===== src/rtl/uart_tx_fifo.sv =====
// UART 8N1 transmitter with a small byte FIFO in front of it.
// Bit timing comes from a per-bit cycle counter running on i_clk.
//
//   state | meaning
//   ------+------------------------------------------------------
//   IDLE  | line high, waiting for a queued byte
//   START | start bit (low) for CLKS_PER_BIT cycles
//   DATA  | eight data bits, LSB first, CLKS_PER_BIT cycles each
//   STOP  | stop bit (high); chains straight into START if queued
module uart_tx_fifo #(
    parameter int INPUT_CLOCK = 27000000,
    parameter int BAUD_RATE   = 9600,
    parameter int FIFO_DEPTH  = 4
) (
    input  logic                          i_clk,
    input  logic                          i_rst_n,
    input  logic [7:0]                    i_data,
    input  logic                          i_valid,
    output logic                          o_ready,
    output logic                          o_tx,
    output logic                          o_busy,
    output logic [$clog2(FIFO_DEPTH):0]   o_fifo_count
);

    localparam int CLKS_PER_BIT = INPUT_CLOCK / BAUD_RATE;
    localparam int CNT_W        = (CLKS_PER_BIT > 1) ? $clog2(CLKS_PER_BIT) : 1;
    localparam int PTR_W        = $clog2(FIFO_DEPTH);
    localparam int CW           = PTR_W + 1;

    localparam logic [CNT_W-1:0] CNT_LAST   = CNT_W'(CLKS_PER_BIT - 1);
    localparam logic [CW-1:0]    COUNT_FULL = CW'(FIFO_DEPTH);

    localparam logic [1:0] IDLE  = 2'd0;
    localparam logic [1:0] START = 2'd1;
    localparam logic [1:0] DATA  = 2'd2;
    localparam logic [1:0] STOP  = 2'd3;

    logic [1:0]       state_q, state_d;
    logic [CNT_W-1:0] cnt_q, cnt_d;
    logic [2:0]       bit_q, bit_d;
    logic [7:0]       shift_q, shift_d;
    logic             tx_q, tx_d;

    logic [PTR_W-1:0] wr_ptr_q, wr_ptr_d;
    logic [PTR_W-1:0] rd_ptr_q, rd_ptr_d;
    logic [CW-1:0]    count_q, count_d;
    logic [7:0]       mem_q [FIFO_DEPTH];
    logic [7:0]       mem_d [FIFO_DEPTH];

    logic push;
    logic pop;
    logic bit_end;
    logic fifo_empty;

    // Ready looks only at the registered count, so a full FIFO refuses a push
    // even on the cycle the transmitter pops.
    assign o_ready      = (count_q < COUNT_FULL);
    assign push         = i_valid && o_ready;
    assign fifo_empty   = (count_q == '0);
    assign bit_end      = (cnt_q == CNT_LAST);

    assign o_tx         = tx_q;
    assign o_busy       = (state_q != IDLE) || !fifo_empty;
    assign o_fifo_count = count_q;

    always_comb begin
        state_d = state_q;
        cnt_d   = cnt_q;
        bit_d   = bit_q;
        shift_d = shift_q;
        tx_d    = tx_q;
        pop     = 1'b0;

        case (state_q)
            IDLE: begin
                tx_d  = 1'b1;
                cnt_d = '0;
                bit_d = '0;
                if (!fifo_empty) begin
                    pop     = 1'b1;
                    shift_d = mem_q[rd_ptr_q];
                    tx_d    = 1'b0;
                    state_d = START;
                end
            end

            START: begin
                if (bit_end) begin
                    cnt_d   = '0;
                    bit_d   = '0;
                    tx_d    = shift_q[0];
                    state_d = DATA;
                end else begin
                    cnt_d = cnt_q + CNT_W'(1);
                end
            end

            DATA: begin
                if (bit_end) begin
                    cnt_d = '0;
                    if (bit_q == 3'd7) begin
                        tx_d    = 1'b1;
                        state_d = STOP;
                    end else begin
                        bit_d   = bit_q + 3'd1;
                        shift_d = {1'b0, shift_q[7:1]};
                        tx_d    = shift_q[1];
                    end
                end else begin
                    cnt_d = cnt_q + CNT_W'(1);
                end
            end

            STOP: begin
                if (bit_end) begin
                    cnt_d = '0;
                    bit_d = '0;
                    // Back-to-back frames: the next start bit begins on the
                    // edge right after the last stop cycle.
                    if (!fifo_empty) begin
                        pop     = 1'b1;
                        shift_d = mem_q[rd_ptr_q];
                        tx_d    = 1'b0;
                        state_d = START;
                    end else begin
                        tx_d    = 1'b1;
                        state_d = IDLE;
                    end
                end else begin
                    cnt_d = cnt_q + CNT_W'(1);
                end
            end

            default: begin
                state_d = IDLE;
                tx_d    = 1'b1;
                cnt_d   = '0;
                bit_d   = '0;
            end
        endcase
    end

    always_comb begin
        wr_ptr_d = wr_ptr_q;
        rd_ptr_d = rd_ptr_q;
        count_d  = count_q;
        mem_d    = mem_q;

        if (push) begin
            mem_d[wr_ptr_q] = i_data;
            wr_ptr_d        = wr_ptr_q + PTR_W'(1);
        end
        if (pop) begin
            rd_ptr_d = rd_ptr_q + PTR_W'(1);
        end

        case ({push, pop})
            2'b10:   count_d = count_q + CW'(1);
            2'b01:   count_d = count_q - CW'(1);
            default: count_d = count_q;
        endcase
    end

    always_ff @(posedge i_clk) begin
        if (!i_rst_n) begin
            state_q  <= IDLE;
            cnt_q    <= '0;
            bit_q    <= '0;
            shift_q  <= '0;
            tx_q     <= 1'b1;
            wr_ptr_q <= '0;
            rd_ptr_q <= '0;
            count_q  <= '0;
        end else begin
            state_q  <= state_d;
            cnt_q    <= cnt_d;
            bit_q    <= bit_d;
            shift_q  <= shift_d;
            tx_q     <= tx_d;
            wr_ptr_q <= wr_ptr_d;
            rd_ptr_q <= rd_ptr_d;
            count_q  <= count_d;
        end
    end

    // Storage needs no reset: the pointers and count decide what is valid.
    always_ff @(posedge i_clk) begin
        mem_q <= mem_d;
    end

endmodule


===== config.mk =====
export PLATFORM = sky130hd
export DESIGN_NAME = uart_tx_fifo
export DESIGN_NICKNAME = d
export VERILOG_FILES = /design/src/rtl/uart_tx_fifo.sv
export SDC_FILE = /design/constraint.sdc
export NUM_CORES = 1
export LEC_CHECK = 0
export ABC_CLOCK_PERIOD_IN_PS = 2680
export BUFFER_PORTS_ARGS = -buffer_cell sky130_fd_sc_hd__buf_2
export CORE_MARGIN = 5
export CORE_UTILIZATION = 40
export DETAILED_ROUTE_END_ITERATION = 7
export GPL_TIMING_DRIVEN = 0
export SETUP_SLACK_MARGIN = 0.15
export SLEW_MARGIN = 20
export SYNTH_ARGS = -nofsm -noshare
export SYNTH_HDL_FRONTEND = slang
export SYNTH_SLANG_ARGS = --single-unit

===== constraint.sdc =====
create_clock -name i_clk -period 2.68 [get_ports i_clk]
set_input_delay 0.268 -clock i_clk [delete_from_list [all_inputs] [get_ports i_clk]]
set_output_delay 0.268 -clock i_clk [all_outputs]
set_load 0.01 [all_outputs]

==> out/metrics.csv <==
stage,metric,value,unit
pwr,peakVddDrop,0.000580,V
yosys,synthArstFlopShare,0,%
yosys,yosysTopAreaCell,edfxtp_1,
setup_path,cp.arrival,2.67,ns
placement,dp_hpwl,3740,um
yosys,yosysMostFrequentCell,dfxtp_1,
grt,grt_pass1_wl,8980,um
clocking,clk_latency,0.34,ns
final_layout,drive_above_1_share,21.9,%
clocking,cts.path.max_buffers,2,
route,ant_nets,0,
pwr,p_leak,1.18,nW
placement,pre_cts_slack,0.150,ns
die,design.core.area,0.00725,mm^2
setup_path,worst_r2r_path_depth,10,
status,status,finished clean,
clocking,cts_buffers,9,
sta,setup_violations,0,
yosys,synth_top_cell_area_share,32.4,%
yosys,netlist_area,0.00297,mm^2
setup_path,end_kind,flip-flop,
worst_hold_path,hp-start,i_data[6],
die,chipHeight,96.1,um
yosys,synth_edf_count,32,
yosys,synthFlopType,dfxtp_1,
route,vias_per_cell,5.12,
sta,slew_headroom,53.7,%
setup_path,startpoint,cnt_q[0],
sta,fmax,0.418,GHz
route,wl,5390,um
yosys,synthTopCellsByCount,"dfxtp_1, edfxtp_1, a21oi_1",
grt,grt_usage,13.0,%
clocking,clk_pin_slew,0.08,ns
route,vias,1956,
setup_path,r2r_end,o_fifo_count[2],
route,dr.pass1.iters,4,
route,wl_per_cell,14.1,um
grt,grt_pass1_vias,1854,
final_layout,syn_to_final_growth,14.2,%
sta,worst_slack,0.290,ns
worst_hold_path,hold_class,in -> reg,
yosys,synth_nets,277,
pwr,p_total,3.53,mW
worst_hold_path,hold_end,mem_q[22],
setup_path,worstPathRequired,2.96,ns
setup_path,crit_path_start_kind,flip-flop,
final_layout,nets,304,
sta,fin_crit_sh,89.2,%
flow_run,cap_violations,0,
die,dieArea,0.00924,mm^2
die,rows,31,
yosys,ys_ff_latch,65,
sta,drv_slew,0,
yosys,ys_types,47,
setup_path,critPathMaxFanout,5,
clocking,cts_root_buffer,clkbuf_8,
sta,layout_min_cycle_time,2.39,ns
final_layout,fillers,679,
grt,grt_max_degree,14,
clocking,clock-sinks,65,
setup_path,rr_startpoint,cnt_q[0],
placement,gp_congestion,0.764,
final_layout,finish.utilization,46.7,%
sta,setup-tns-final,0,ns
route,drt_iter0_drc,86,
setup_path,regToRegSetupSlack,0.29,ns
yosys,synth_area_leaders,"edfxtp_1, dfxtp_1, mux4_2",
sta,final-hold-violation-count,0,
worst_hold_path,whs_path_depth,1,
sta,worst_slew_pin_slew,0.691,ns
clocking,htree_levels,3,
grt,grt_remaining_overflow,0,
setup_path,path_class,reg -> reg,
die,die_w,96.1,um
yosys,syn_inst,251,
clocking,ctsHoldBuffers,0,
sta,rsz0062_at_grt,no,
placement,placed_cell_area,0.00317,mm^2
pwr,powerDensity,1040,mW/mm^2
placement,port-buffer-count,15,
yosys,ys_seq_area_share,54.7,%
die,start_util,40.9,%
clocking,tritoncts,built,
route,drcViolationCount,0,
final_layout,antenna_cells,0,
sta,fin_skew,0.0124,ns
die,ios,17,
grt,antenna_found_initial,0,
final_layout,stdcell_area,0.00339,mm^2
yosys,avgSynthCellArea,11.8,um^2
yosys,ys_warn_count,0,
[state kept, by name, indices dropped and copies added, names as in the netlist]
name / flops
shift_q: 8
wr_ptr_q: 2
o_tx: 1
rd_ptr_q: 2
mem_q: 32
o_fifo_count: 3
state_q: 2
cnt_q: 12
bit_q: 3
[worst max-delay path by stage]
stage	end	slack, ns	depth (start not counted)
after global placement	o_fifo_count[2]	0.19	10
after floorplan	o_fifo_count[2]	0.39	10
after detailed placement	o_fifo_count[2]	0.15	10
after global routing	o_fifo_count[2]	0.17	10
final	o_fifo_count[2]	0.29	10
after CTS	o_fifo_count[2]	0.17	10
[timing repair]
action,CTS,global route
setup buffers,0,1
endpoints found under the setup margin,1,1
resized for setup,1,5
[area by class of cell]
cell class                      count  area [um^2]  share of cell area (%)
Tap cell                           99          124                    3.66
Clock buffer                        9          124                    3.66
Multi-Input combinational cell    165         1270                    37.6
Timing Repair Buffer               16         82.6                    2.44
Buffer                              8         35.0                    1.03
Clock inverter                      7         77.6                    2.29
Inverter                           13         48.8                    1.44
Sequential cell                    65         1620                    47.9
[layer usage]
metal	vias to the layer above	global-route usage [%]	wire length (um)
li1	987	-	-
met1	941	15.9	2510
met2	17	21.0	2620
met3	11	4.22	159
met4	0	5.69	97
met5	-	0	0
[power by group]
part	internal, mW	total, mW	switching, mW
Clock	0.439	0.837	0.399
Combinational	0.585	1.34	0.752
Sequential	1.25	1.36	0.102
Total	2.28	3.53	1.25
[stage by stage]
| stage | hold WS [ns] | cells |
|---|---|---|
| 2_1_floorplan | 0.367 | 251 |
| 3_3_place_gp | 0.436 | 365 |
| 3_5_place_dp | 0.451 | 365 |
| 4_1_cts | 0.118 | 381 |
| 5_1_grt | 0.113 | 382 |
| 6_report | 0.138 | 382 |
[cells by family (layout without fill, tap and decap cells)]
family	Yosys count	count (layout)	synth area share (%)
xor+xnor	10	10	2.95
simple gates	75	75	13.8
mux	15	15	8.73
fa+ha+maj	15	15	6.58
buf+inv	21	53	2.83
compound gates	50	50	10.5
flops	65	65	54.7
[layout by cell type, fill, tap and decap left out, types with 7 or more instances in the layout]
| master | n |
|---|---|
| edfxtp_1 | 32 |
| mux2_2 | 7 |
| clkbuf_8 | 9 |
| nand2_1 | 13 |
| buf_2 | 19 |
| dfxtp_1 | 31 |
| inv_1 | 12 |
| mux4_2 | 8 |
| nand3_1 | 14 |
| nor2_1 | 18 |
| ha_1 | 13 |
| o21ai_0 | 16 |
| a21oi_1 | 19 |
[critical path: stages (launching register included)]
cell and delay [ns]:
dfxtp_1 0.38, ha_2 0.24, and3b_2 0.24, a41oi_4 0.14, nor2_1 0.12, ha_1 0.18, inv_1 0.06, fa_1 0.37
xor2_1 0.15, or3_1 0.30, a21oi_1 0.13
No activity file was read; power rests on OpenSTA's default activity.
